--- config.mk ---
export PLATFORM = sky130hd
export DESIGN_NAME = demux_lane_merger
export DESIGN_NICKNAME = d
export VERILOG_FILES = /design/src/rtl/demux_lane_merger.sv
export SDC_FILE = /design/constraint.sdc
export NUM_CORES = 1
export LEC_CHECK = 0
export BUFFER_PORTS_ARGS = -buffer_cell sky130_fd_sc_hd__buf_2
export CAP_MARGIN = 10
export CORE_MARGIN = 3
export CORE_UTILIZATION = 52
export CTS_CLUSTER_DIAMETER = 120
export DETAILED_ROUTE_END_ITERATION = 12
export PLACE_DENSITY_LB_ADDON = 0.25
export SLEW_MARGIN = 20
export SYNTH_ARGS = -nofsm -noshare
export SYNTH_HDL_FRONTEND = slang
export SYNTH_SLANG_ARGS = --single-unit
--- constraint.sdc ---
create_clock -name clk -period 2.18 [get_ports clk]
set_input_delay 0.545 -clock clk [delete_from_list [all_inputs] [get_ports clk]]
set_output_delay 0.545 -clock clk [all_outputs]
set_load 0.01 [all_outputs]
--- src/rtl/demux_lane_merger.sv ---
// demux_lane_merger: recombines the two lane streams of a 1:2 demux.
// Each lane is buffered in its own circular FIFO. A round-robin arbiter
// drains both FIFOs into a registered output stage that tags every word
// with the lane it came from.
module demux_lane_merger #(
  parameter int DATA_W = 8,
  parameter int DEPTH  = 4,
  parameter int CNT_W  = 3
) (
  input  logic              clk,
  input  logic              rst,
  input  logic              in0_valid,
  input  logic [DATA_W-1:0] in0_data,
  output logic              in0_ready,
  input  logic              in1_valid,
  input  logic [DATA_W-1:0] in1_data,
  output logic              in1_ready,
  output logic              out_valid,
  output logic [DATA_W-1:0] out_data,
  output logic              out_lane,
  input  logic              out_ready,
  output logic [CNT_W-1:0]  lane0_count,
  output logic [CNT_W-1:0]  lane1_count
);

  localparam int PTR_W = (DEPTH > 1) ? $clog2(DEPTH) : 1;

  // Per-lane views so both FIFOs share one generate body.
  logic [1:0]              in_valid_s;
  logic [1:0][DATA_W-1:0]  in_data_s;
  logic [1:0]              ready_s;
  logic [1:0]              push_s;
  logic [1:0]              pop_s;
  logic [1:0]              not_empty_s;
  logic [1:0][DATA_W-1:0]  head_s;
  logic [1:0][CNT_W-1:0]   cnt_s;
  logic                    load_en_s;
  logic                    last_grant_r;

  assign in_valid_s = {in1_valid, in0_valid};
  assign in_data_s  = {in1_data, in0_data};

  assign in0_ready   = ready_s[0];
  assign in1_ready   = ready_s[1];
  assign lane0_count = cnt_s[0];
  assign lane1_count = cnt_s[1];

  // The output stage may take a new word when empty or being drained.
  assign load_en_s = !out_valid || out_ready;

  for (genvar l = 0; l < 2; l++) begin : g_lane
    logic [DATA_W-1:0] mem_r [DEPTH];
    logic [PTR_W-1:0]  wr_r;
    logic [PTR_W-1:0]  rd_r;
    logic [CNT_W-1:0]  cnt_r;

    // Ready depends only on the registered count, so a full FIFO never
    // accepts a word even when it is being popped in the same cycle.
    assign ready_s[l]     = (cnt_r != CNT_W'(DEPTH));
    assign push_s[l]      = in_valid_s[l] && ready_s[l];
    assign not_empty_s[l] = (cnt_r != {CNT_W{1'b0}});
    assign head_s[l]      = mem_r[rd_r];
    assign cnt_s[l]       = cnt_r;

    // Storage write; contents need no reset because the count gates reads.
    always_ff @(posedge clk) begin
      if (push_s[l]) begin
        mem_r[wr_r] <= in_data_s[l];
      end
    end

    // Pointers and occupancy; pointers wrap naturally since DEPTH is 2^n.
    always_ff @(posedge clk) begin
      if (rst) begin
        wr_r  <= {PTR_W{1'b0}};
        rd_r  <= {PTR_W{1'b0}};
        cnt_r <= {CNT_W{1'b0}};
      end else begin
        if (push_s[l]) begin
          wr_r <= wr_r + PTR_W'(1);
        end
        if (pop_s[l]) begin
          rd_r <= rd_r + PTR_W'(1);
        end
        case ({push_s[l], pop_s[l]})
          2'b10:   cnt_r <= cnt_r + CNT_W'(1);
          2'b01:   cnt_r <= cnt_r - CNT_W'(1);
          default: cnt_r <= cnt_r;
        endcase
      end
    end
  end

  // Round-robin grant: on a tie the lane that did not win last time goes.
  always_comb begin
    pop_s = 2'b00;
    if (load_en_s) begin
      if (not_empty_s[0] && not_empty_s[1]) begin
        if (last_grant_r) begin
          pop_s = 2'b01;
        end else begin
          pop_s = 2'b10;
        end
      end else if (not_empty_s[0]) begin
        pop_s = 2'b01;
      end else if (not_empty_s[1]) begin
        pop_s = 2'b10;
      end else begin
        pop_s = 2'b00;
      end
    end else begin
      pop_s = 2'b00;
    end
  end

  // Registered output stage and arbiter history; holds while stalled.
  always_ff @(posedge clk) begin
    if (rst) begin
      out_valid    <= 1'b0;
      out_data     <= {DATA_W{1'b0}};
      out_lane     <= 1'b0;
      last_grant_r <= 1'b1;
    end else if (load_en_s) begin
      if (pop_s[0]) begin
        out_valid    <= 1'b1;
        out_data     <= head_s[0];
        out_lane     <= 1'b0;
        last_grant_r <= 1'b0;
      end else if (pop_s[1]) begin
        out_valid    <= 1'b1;
        out_data     <= head_s[1];
        out_lane     <= 1'b1;
        last_grant_r <= 1'b1;
      end else begin
        out_valid <= 1'b0;
      end
    end
  end

endmodule

**Word level (Yosys, flattened, before mapping)**

Memory sizes are Yosys's and may differ from the RTL's. A register that Yosys moved wholly into a read port is not among the register bits.
Cells that the tools add are included.
W data, S select, Z words.

- Output and inout port bits: 18
- Register bits after elaboration: 25
- Latch bits: 0
- Bits in writable memories: 64
- Memory bits (read-only): 0
- Memories kept: 2

Memory list:

| name | words | width | rd ports | clocked after memory_dff | wr ports | RTL line | text |
|---|---|---|---|---|---|---|---|
| g_lane[0].mem_r | 4 | 8 | 1 | 1 | 1 | 52 | `logic [DATA_W-1:0] mem_r [DEPTH];` |
| g_lane[1].mem_r | 4 | 8 | 1 | 1 | 1 | 52 |  |

- Equal/unequal tests: 6
- Shift operators: 0
- Multiplexer cells: 21
- Add/subtract/negate cells: 8
- Bitwise gates (word level): 0
- Reductions and logical operators: 11
- Divide/modulo/power cells: 0
- $mul: 0
- Magnitude comparators: 0

Operator list:

| operator | count |
|---|---|
| $mux W2 | 9 |
| $mux W8 | 2 |
| $pmux W3 S2 | 2 |
| $add A2 B1 Y2 const B | 4 |
| $mux W1 | 8 |
| $add A3 B1 Y3 const B | 2 |
| $ne A3 B3 Y1 const B | 2 |
| $reduce_bool A2 Y1 | 3 |
| $reduce_bool A3 Y1 | 2 |
| $sub A3 B1 Y3 const B | 2 |
| $eq A2 B1 Y1 const B | 2 |
| $eq A2 B2 Y1 const B | 2 |
| $logic_and A1 B1 Y1 | 3 |
| $reduce_and A2 Y1 | 1 |
| $logic_not A1 Y1 | 1 |
| $logic_or A1 B1 Y1 | 1 |

**Depth between registers and ports, before layout**

Gate-level depths: netlist of the first run.

- Word-level depth: 7
- Mapped depth: 10
- Mapped depth without buffers: 9

**Worst setup path after synthesis of the first run**

Ideal clock, no wire load.

- Path type: register to register
- From: register g_lane[0].cnt_r[2], in the netlist lane0_count[2]
- To: register g_lane[0].cnt_r[2], in the netlist lane0_count[2]
- Path buffers: 0
- Clock period less this slack: 2,379 ps
- Stages on the path, launching flop included: 10
- Library setup time: 71 ps
- Required time: 2,109 ps
- Setup slack: -199 ps
- Arrival: 2,308 ps
- Cell sequence: dfxtp_1 -> or3b_1 -> and2_1 -> inv_2 -> ha_1 -> inv_1 -> fa_1 -> xor2_1 -> or3_1 -> a21oi_1

RTL lines:

| what | RTL line | text |
|---|---|---|
| start: declaration | 55 | `logic [CNT_W-1:0] cnt_r;` |
| start signal: assignment | 77 | `cnt_r <= {CNT_W{1'b0}};` |
| start signal: assignment | 86 | `2'b10: cnt_r <= cnt_r + CNT_W'(1);` |
| start signal: assignment | 87 | `2'b01: cnt_r <= cnt_r - CNT_W'(1);` |
| $ne A3 B3 Y1 * | 59 | `assign ready_s[l] = (cnt_r != CNT_W'(DEPTH));` |
| via in0_ready | 14 | `output logic in0_ready,` |
| $logic_and A1 B1 Y1 * | 60 | `assign push_s[l] = in_valid_s[l] && ready_s[l];` |
| $eq A2 B1 Y1 or $eq A2 B2 Y1 (tied branches) | 85 | `case ({push_s[l], pop_s[l]})` |
| $pmux W3 S2 or $reduce_bool A2 Y1 (tied branches) | - |  |

Mark *: on every way through the listed nets, which the timed path passes. The rest lies on a longest branch.
A chain may end at the register's enable or synchronous reset.

**Worst setup path in the final report of the first run**

- From: register g_lane[1].cnt_r[2], in the netlist lane1_count[2]
- To: register g_lane[1].cnt_r[2], in the netlist lane1_count[2]

- Longest elaborated chain between the ends: 7

RTL lines:

| what | RTL line | text |
|---|---|---|
| start: declaration | 55 |  |
| start signal: assignment | 77 |  |
| start signal: assignment | 86 |  |
| start signal: assignment | 87 |  |
| $reduce_bool A3 Y1 | 61 | `assign not_empty_s[l] = (cnt_r != {CNT_W{1'b0}});` |
| $mux W2 | 106 | `end else if (not_empty_s[1]) begin` |
| $mux W2 | 104 | `end else if (not_empty_s[0]) begin` |
| $mux W2 | 98 | `if (not_empty_s[0] && not_empty_s[1]) begin` |
| $mux W2 | 97 | `if (load_en_s) begin` |
| $eq A2 B1 Y1 or $eq A2 B2 Y1 (tied branches) | 85 |  |
| $pmux W3 S2 or $reduce_bool A2 Y1 (tied branches) | - |  |

Parallel ways exist; a longest one is shown, timed or not.

==> results of run 1 <==
-- per-stage QoR --
stage               area, um^2  total power (W)
floorplan                 3760          0.00392
global placement          4120          0.00451
detailed placement        4120          0.00456
CTS                       4360          0.00582
global route              4390          0.00621
finish                    4390          0.00583
-- what timing repair did --
action,4_1_cts,5_1_grt
pin swaps,2,1
setup endpoints to repair,2,2
buffers inserted,1,1
resized for setup,2,6
-- where the power goes --
group	total [W]	switching, W	internal, W	leakage, nW
registers	0.00245	0.000207	0.00224	0.829
logic	0.00217	0.00111	0.00106	0.697
clock network	0.00122	0.000577	0.000640	0.103
total	0.00583	0.00189	0.00394	1.63
-- per-layer routing --
| metal | part of all wire | up-vias | GRT usage |
|---|---|---|---|
| met4 | 0.022 | 0 | 0.0855 |
| met5 | 0 | - | 0 |
| li1 | - | 992 | - |
| met1 | 0.45 | 995 | 0.228 |
| met2 | 0.48 | 48 | 0.256 |
| met3 | 0.044 | 14 | 0.0350 |
-- sequential cells by signal (all words and copies together), names as in the netlist, named ones only --
| name | flops |
|---|---|
| g_lane.mem_r | 64 |
| g_lane.rd_r | 4 |
| g_lane.wr_r | 4 |
| lane0_count | 3 |
| lane1_count | 3 |
| last_grant_r | 1 |
| out_data | 8 |
| out_lane | 1 |
| out_valid | 1 |
-- cells in the final DEF (no fill, tap or decap), types with 2 or more instances in the layout --
master | synthesis | final
edfxtp_1 | 64 | 64
buf_2 | 4 | 38
dfxtp_1 | 29 | 23
nor2_1 | 22 | 22
mux4_2 | 16 | 16
buf_4 | 0 | 15
inv_1 | 11 | 10
clkbuf_8 | 0 | 9
and3_1 | 8 | 8
ha_1 | 10 | 8
xor2_1 | 7 | 7
nand2_1 | 7 | 7
a21oi_1 | 9 | 7
o22ai_1 | 5 | 5
a211oi_1 | 5 | 5
dfxtp_2 | 0 | 4
mux2i_1 | 3 | 3
a211oi_2 | 3 | 3
xnor2_1 | 3 | 3
or3_4 | 2 | 2
inv_2 | 3 | 2
or3b_4 | 0 | 2
and2_4 | 1 | 2
inv_4 | 0 | 2
o21ai_0 | 2 | 2
or3_1 | 2 | 2
a21oi_2 | 0 | 2
fa_2 | 0 | 2
ha_4 | 0 | 2
bufinv_16 | 0 | 2
clkinv_4 | 0 | 2
dfxtp_4 | 0 | 2
-- final cells by class --
type / instances / area (um^2) / area share
Tap cell: 96 / 120 / 0.0274
Clock inverter: 6 / 88.8 / 0.0202
Multi-Input combinational cell: 120 / 1180 / 0.269
Clock buffer: 9 / 124 / 0.0282
Inverter: 14 / 57.6 / 0.0131
Timing Repair Buffer: 53 / 303 / 0.0690
Sequential cell: 93 / 2510 / 0.573
-- final timing paths --
kind / from / end / cells after the start
setup / recovery: lane1_count[2] / lane1_count[2] / 9
hold / removal: in1_data[2] / g_lane[1].mem_r[0][2] / 1
hold reg to reg: out_lane / out_lane / 2
setup reg to reg: lane1_count[2] / lane1_count[2] / 9
-- logic make-up (layout without fill, tap and decap cells) --
kind of cell / after synthesis / after routing / share of synthesized area
flip-flops: 93 / 93 / 0.674
multiplexers: 19 / 19 / 0.105
AND/OR/NAND/NOR: 49 / 49 / 0.0684
adder cells (fa/ha/maj): 12 / 12 / 0.0445
AO/OA/AOI/OAI: 30 / 30 / 0.0593
XOR/XNOR: 10 / 10 / 0.0236
buffers and inverters: 23 / 82 / 0.0246
==> impl_metrics.tcl, run 1 <==
set metrics [dict create \
    status "completed" \
    placementRows 30 \
    firstDrtPassIters 4 \
    ys_dominant_reg_cell "edfxtp_1" \
    worstMarginPinSlew_ns 0.551 \
    syn_inst 236 \
    portBuffers 38 \
    crit_family "simple AND/OR/NAND/NOR gates" \
    max_freq_ghz 0.459 \
    timing.final.ws_setup_ns 0.00322 \
    htreeDepth 3 \
    critical_path.startpoint_type "flop" \
    die_x_um 90.5 \
    rrSetupSlack_ns 0.003 \
    synth_top_cell_by_area "edfxtp_1" \
    drcViolationCount 0 \
    initial_core_util 0.540 \
    grt_pass1_vias 2129 \
    root_buffer "clkbuf_8" \
    cts_sinks 93 \
    fin_crit_ns 2.18 \
    via_per_inst 5.24 \
    yosys_warnings 0 \
    overflow 0 \
    wire_per_inst_um 16.1 \
    worstSkewPairLatency_ns 0.35 \
    hold_viol_final 0 \
    synthTopCellsByArea "edfxtp_1 52%, dfxtp_1 16%, mux4_2 9.7%" \
    grt_max_degree 28 \
    antenna_found_initial 0 \
    ioPinCount 39 \
    syn_nets 269 \
    fillers 520 \
    drive_gt1_frac 0.386 \
    post-route-period-util 0.999 \
    cts-buffers-inserted 9 \
    fp.dieH_um 90.5 \
    crit_fanout 6 \
    drv_cap 0 \
    critPathSlowestCell "or3b_4" \
    fin_util 0.639 \
    synth.distinct_cells 36 \
    tns_ns 0 \
    antenna-diode-count 0 \
    drt-total-wl_mm 6.30 \
    syn_to_final_growth_pct 18.2 \
    yosysMostFrequentCell "edfxtp_1" \
    rsz0062_at_grt "true" \
    path_buf_inv 2 \
    coreArea_um2 6870 \
    slew_headroom 0.633 \
    slew_violations 0 \
    p_leak_nw 1.63 \
    hp-class "primary input to flop" \
    place_ws_ns -0.00954 \
    required_ns 2.46 \
    synth_edf_count 64 \
    synth_top_area_frac 0.518 \
    setup_viol 0 \
    synthesis.area_um2 3710 \
    instances_no_fill 391 \
    dp_cells 374 \
    grt_util_all_layers 0.168 \
    finClkSkew_ns 0.00589 \
    dp_hpwl_mm 4.37 \
    nets 324 \
    synth_area_per_cell_um2 15.7 \
    ys_top_cells_by_count "64 x edfxtp_1, 29 x dfxtp_1, 22 x nor2_1, 16 x mux4_2, 11 x inv_1" \
    cp-end-kind "flop" \
    clockBufferDepth 2 \
    async_flop_share 0 \
    cts_tree "built" \
    vdd_drop_max_mv 0.682 \
    drt_iter0_drc 84 \
    grt_pass1_wl_mm 10.5 \
    gp_congestion 0.732 \
    max_stage_delay_ns 0.39 \
    cp.arrival_ns 2.45 \
    via_count 2049 \
    crit_type "flop to flop" \
    ant_nets 0 \
    dieArea_um2 8190 \
    ctsHoldBuffers 0 \
    yosysSeqAreaShare 0.674 \
    powerDensity_nw_per_um2 1330 \
    holdWs_ns 0.406 \
    path_cells "or3b_4 -> and2_4 -> inv_4 -> ha_4 -> inv_1 -> fa_2 -> xor2_1 -> or3_1 -> a21oi_2" \
    clk_pin_slew_ns 0.09 \
    yosys_register_bits 93 \
]
No activity file was read; power rests on OpenSTA's default activity.
==> inputs of run 2 (changes only) <==
--- a/config.mk
+++ b/config.mk
@@ -7,8 +7,10 @@
 export LEC_CHECK = 0
 export BUFFER_PORTS_ARGS = -buffer_cell sky130_fd_sc_hd__buf_2
 export CAP_MARGIN = 10
+export CELL_PAD_IN_SITES_DETAIL_PLACEMENT = 1
+export CELL_PAD_IN_SITES_GLOBAL_PLACEMENT = 1
 export CORE_MARGIN = 3
-export CORE_UTILIZATION = 52
+export CORE_UTILIZATION = 44
 export CTS_CLUSTER_DIAMETER = 120
 export DETAILED_ROUTE_END_ITERATION = 12
 export PLACE_DENSITY_LB_ADDON = 0.25
==> run 2 against run 1 <==
  * Sequential power about the same
  * Die area up 17%
  * Largest power group unchanged
  * Clock power about the same
  * Final area about the same
  * Largest cell class unchanged
  * Fmax grew 0.40%
  * Sequential share of layout area about the same
  * Count of clock-buffer cells in the layout stayed put
  * Critical path type unchanged
  * Register-to-register slack barely moved
==> impl_metrics.tcl, run 2 (same netlist as run 1, synthesis figures left out) <==
set metrics [dict create \
    cts_tree "built" \
    routed.top_layer "met4" \
    final_common_cell "edfxtp_1" \
    hold_viol_final 0 \
    routed-wl-met2_mm 3.42 \
    tns_ns 0 \
    grt_max_degree 28 \
    slew_headroom 0.629 \
    antenna_found_initial 0 \
    firstDrtPassIters 4 \
    powerDensity_nw_per_um2 1330 \
    clk_pin_slew_ns 0.10 \
    die_x_um 97.8 \
    holdWs_ns 0.391 \
    ioPinCount 39 \
    hp-class "primary input to flop" \
    m1WireLength_mm 3.09 \
    cp-end-kind "flop" \
    grt_pass1_wl_mm 11.5 \
    antenna-diode-count 0 \
    place_ws_ns -0.0230 \
    largest_register "g_lane.mem_r" \
    max_freq_ghz 0.461 \
    fin_crit_ns 2.17 \
    crit_fanout 6 \
    fp.dieH_um 97.8 \
    drt_iter0_drc 140 \
    cts_sinks 93 \
    timing.final.ws_setup_ns 0.0119 \
    nets 324 \
    root_buffer "clkbuf_8" \
    worstSkewPairLatency_ns 0.36 \
    via_count 2063 \
    rsz0062_at_grt "true" \
    final_cell_mix "64 x edfxtp_1, 38 x buf_2, 23 x dfxtp_1" \
    grt_util_all_layers 0.157 \
    coreArea_um2 7970 \
    dieArea_um2 9570 \
    drv_cap 0 \
    largestRegisters "g_lane.mem_r (64), out_data (8)" \
    cts-buffers-inserted 9 \
    fin_util 0.551 \
    syn_to_final_growth_pct 18.3 \
    crit_type "flop to flop" \
    setup_viol 0 \
    wire_per_inst_um 17.3 \
    initial_core_util 0.466 \
    placementRows 32 \
    finClkSkew_ns 0.0117 \
    holdPathStages 1 \
    gp_congestion 0.708 \
    slew_violations 0 \
    portBuffers 38 \
    critical_path.startpoint_type "flop" \
    fillers 790 \
    status "completed" \
    via_per_inst 5.18 \
    ant_nets 0 \
    dp_hpwl_mm 4.87 \
    largest_reg_flops 64 \
    drcViolationCount 0 \
    required_ns 2.47 \
    reg2reg_depth 9 \
    p_leak_nw 1.64 \
    cp.arrival_ns 2.45 \
    worstMarginPinSlew_ns 0.557 \
    grt_pass1_vias 2162 \
    overflow 0 \
    vdd_drop_max_mv 0.569 \
    drt-total-wl_mm 6.90 \
    post-route-period-util 0.995 \
    drive_gt1_frac 0.382 \
    met3_length_um 334 \
    clockBufferDepth 2 \
    htreeDepth 3 \
]
==> run 2: cell types whose count changed in the layout (fill, tap and decap cells not counted), moves of 2 or more <==
cell / previous run / this run
inv_8: 0 / 3
inv_6: 0 / 2
a21oi_2: 2 / 0
a21oi_1: 7 / 9
==> run 2: power by group <==
group	total, W	internal, W	switching, W
sequential	0.00244	0.00224	0.000197
clock	0.00121	0.000564	0.000642
combinational	0.00221	0.00106	0.00114
==> run 2: cell type report <==
type	count	area, um^2	share of cell area
clock buffer	9	124	0.0282
clock inverter	7	90.1	0.0205
inverter	14	55.1	0.0125
multi-input combinational	120	1170	0.267
sequential	93	2520	0.574
tap	102	128	0.0291
timing repair buffer	53	303	0.0690
==> run 2: worst max-delay path, cell delays in order, from the launching register on <==
cell     delay, ns
dfxtp_4       0.38
or3b_4        0.38
and2_4        0.16
inv_2         0.07
ha_4          0.13
inv_1         0.04
fa_2          0.33
xor2_1        0.17
or3_1         0.31
a21oi_1       0.12
==> run 2: metal layers <==
metal  global-route usage  vias to the layer above
li1                     -                      989
met1                0.215                     1023
met2                0.242                       47
met3               0.0464                        4
met4               0.0479                        0
met5                    0                        -
==> run 2: what timing repair did <==
item / CTS / global route
gates resized for setup: 4 / 1
setup buffers: 2 / 1
hold buffers: 0 / 0
pin swaps: 2 / 0
setup endpoints to repair: 2 / 2
==> run 2: worst paths after layout <==
kind	end	startpoint	slack (ns)
worst max-delay path	lane0_count[2]	lane0_count[2]	0.01
worst max register to register	lane0_count[2]	lane0_count[2]	0.01
worst min-delay path	g_lane[0].mem_r[3][3]	in0_data[3]	0.39
worst min register to register	out_lane	out_lane	0.46
==> run 2: stage by stage <==
stage                     total power [W]  std cells  cell area (um^2)
after CTS                         0.00591        397              4380
final                             0.00585        398              4390
after global placement            0.00453        379              4120
after global routing              0.00629        398              4390
after floorplan                   0.00392        236              3760
after detailed placement          0.00459        379              4120
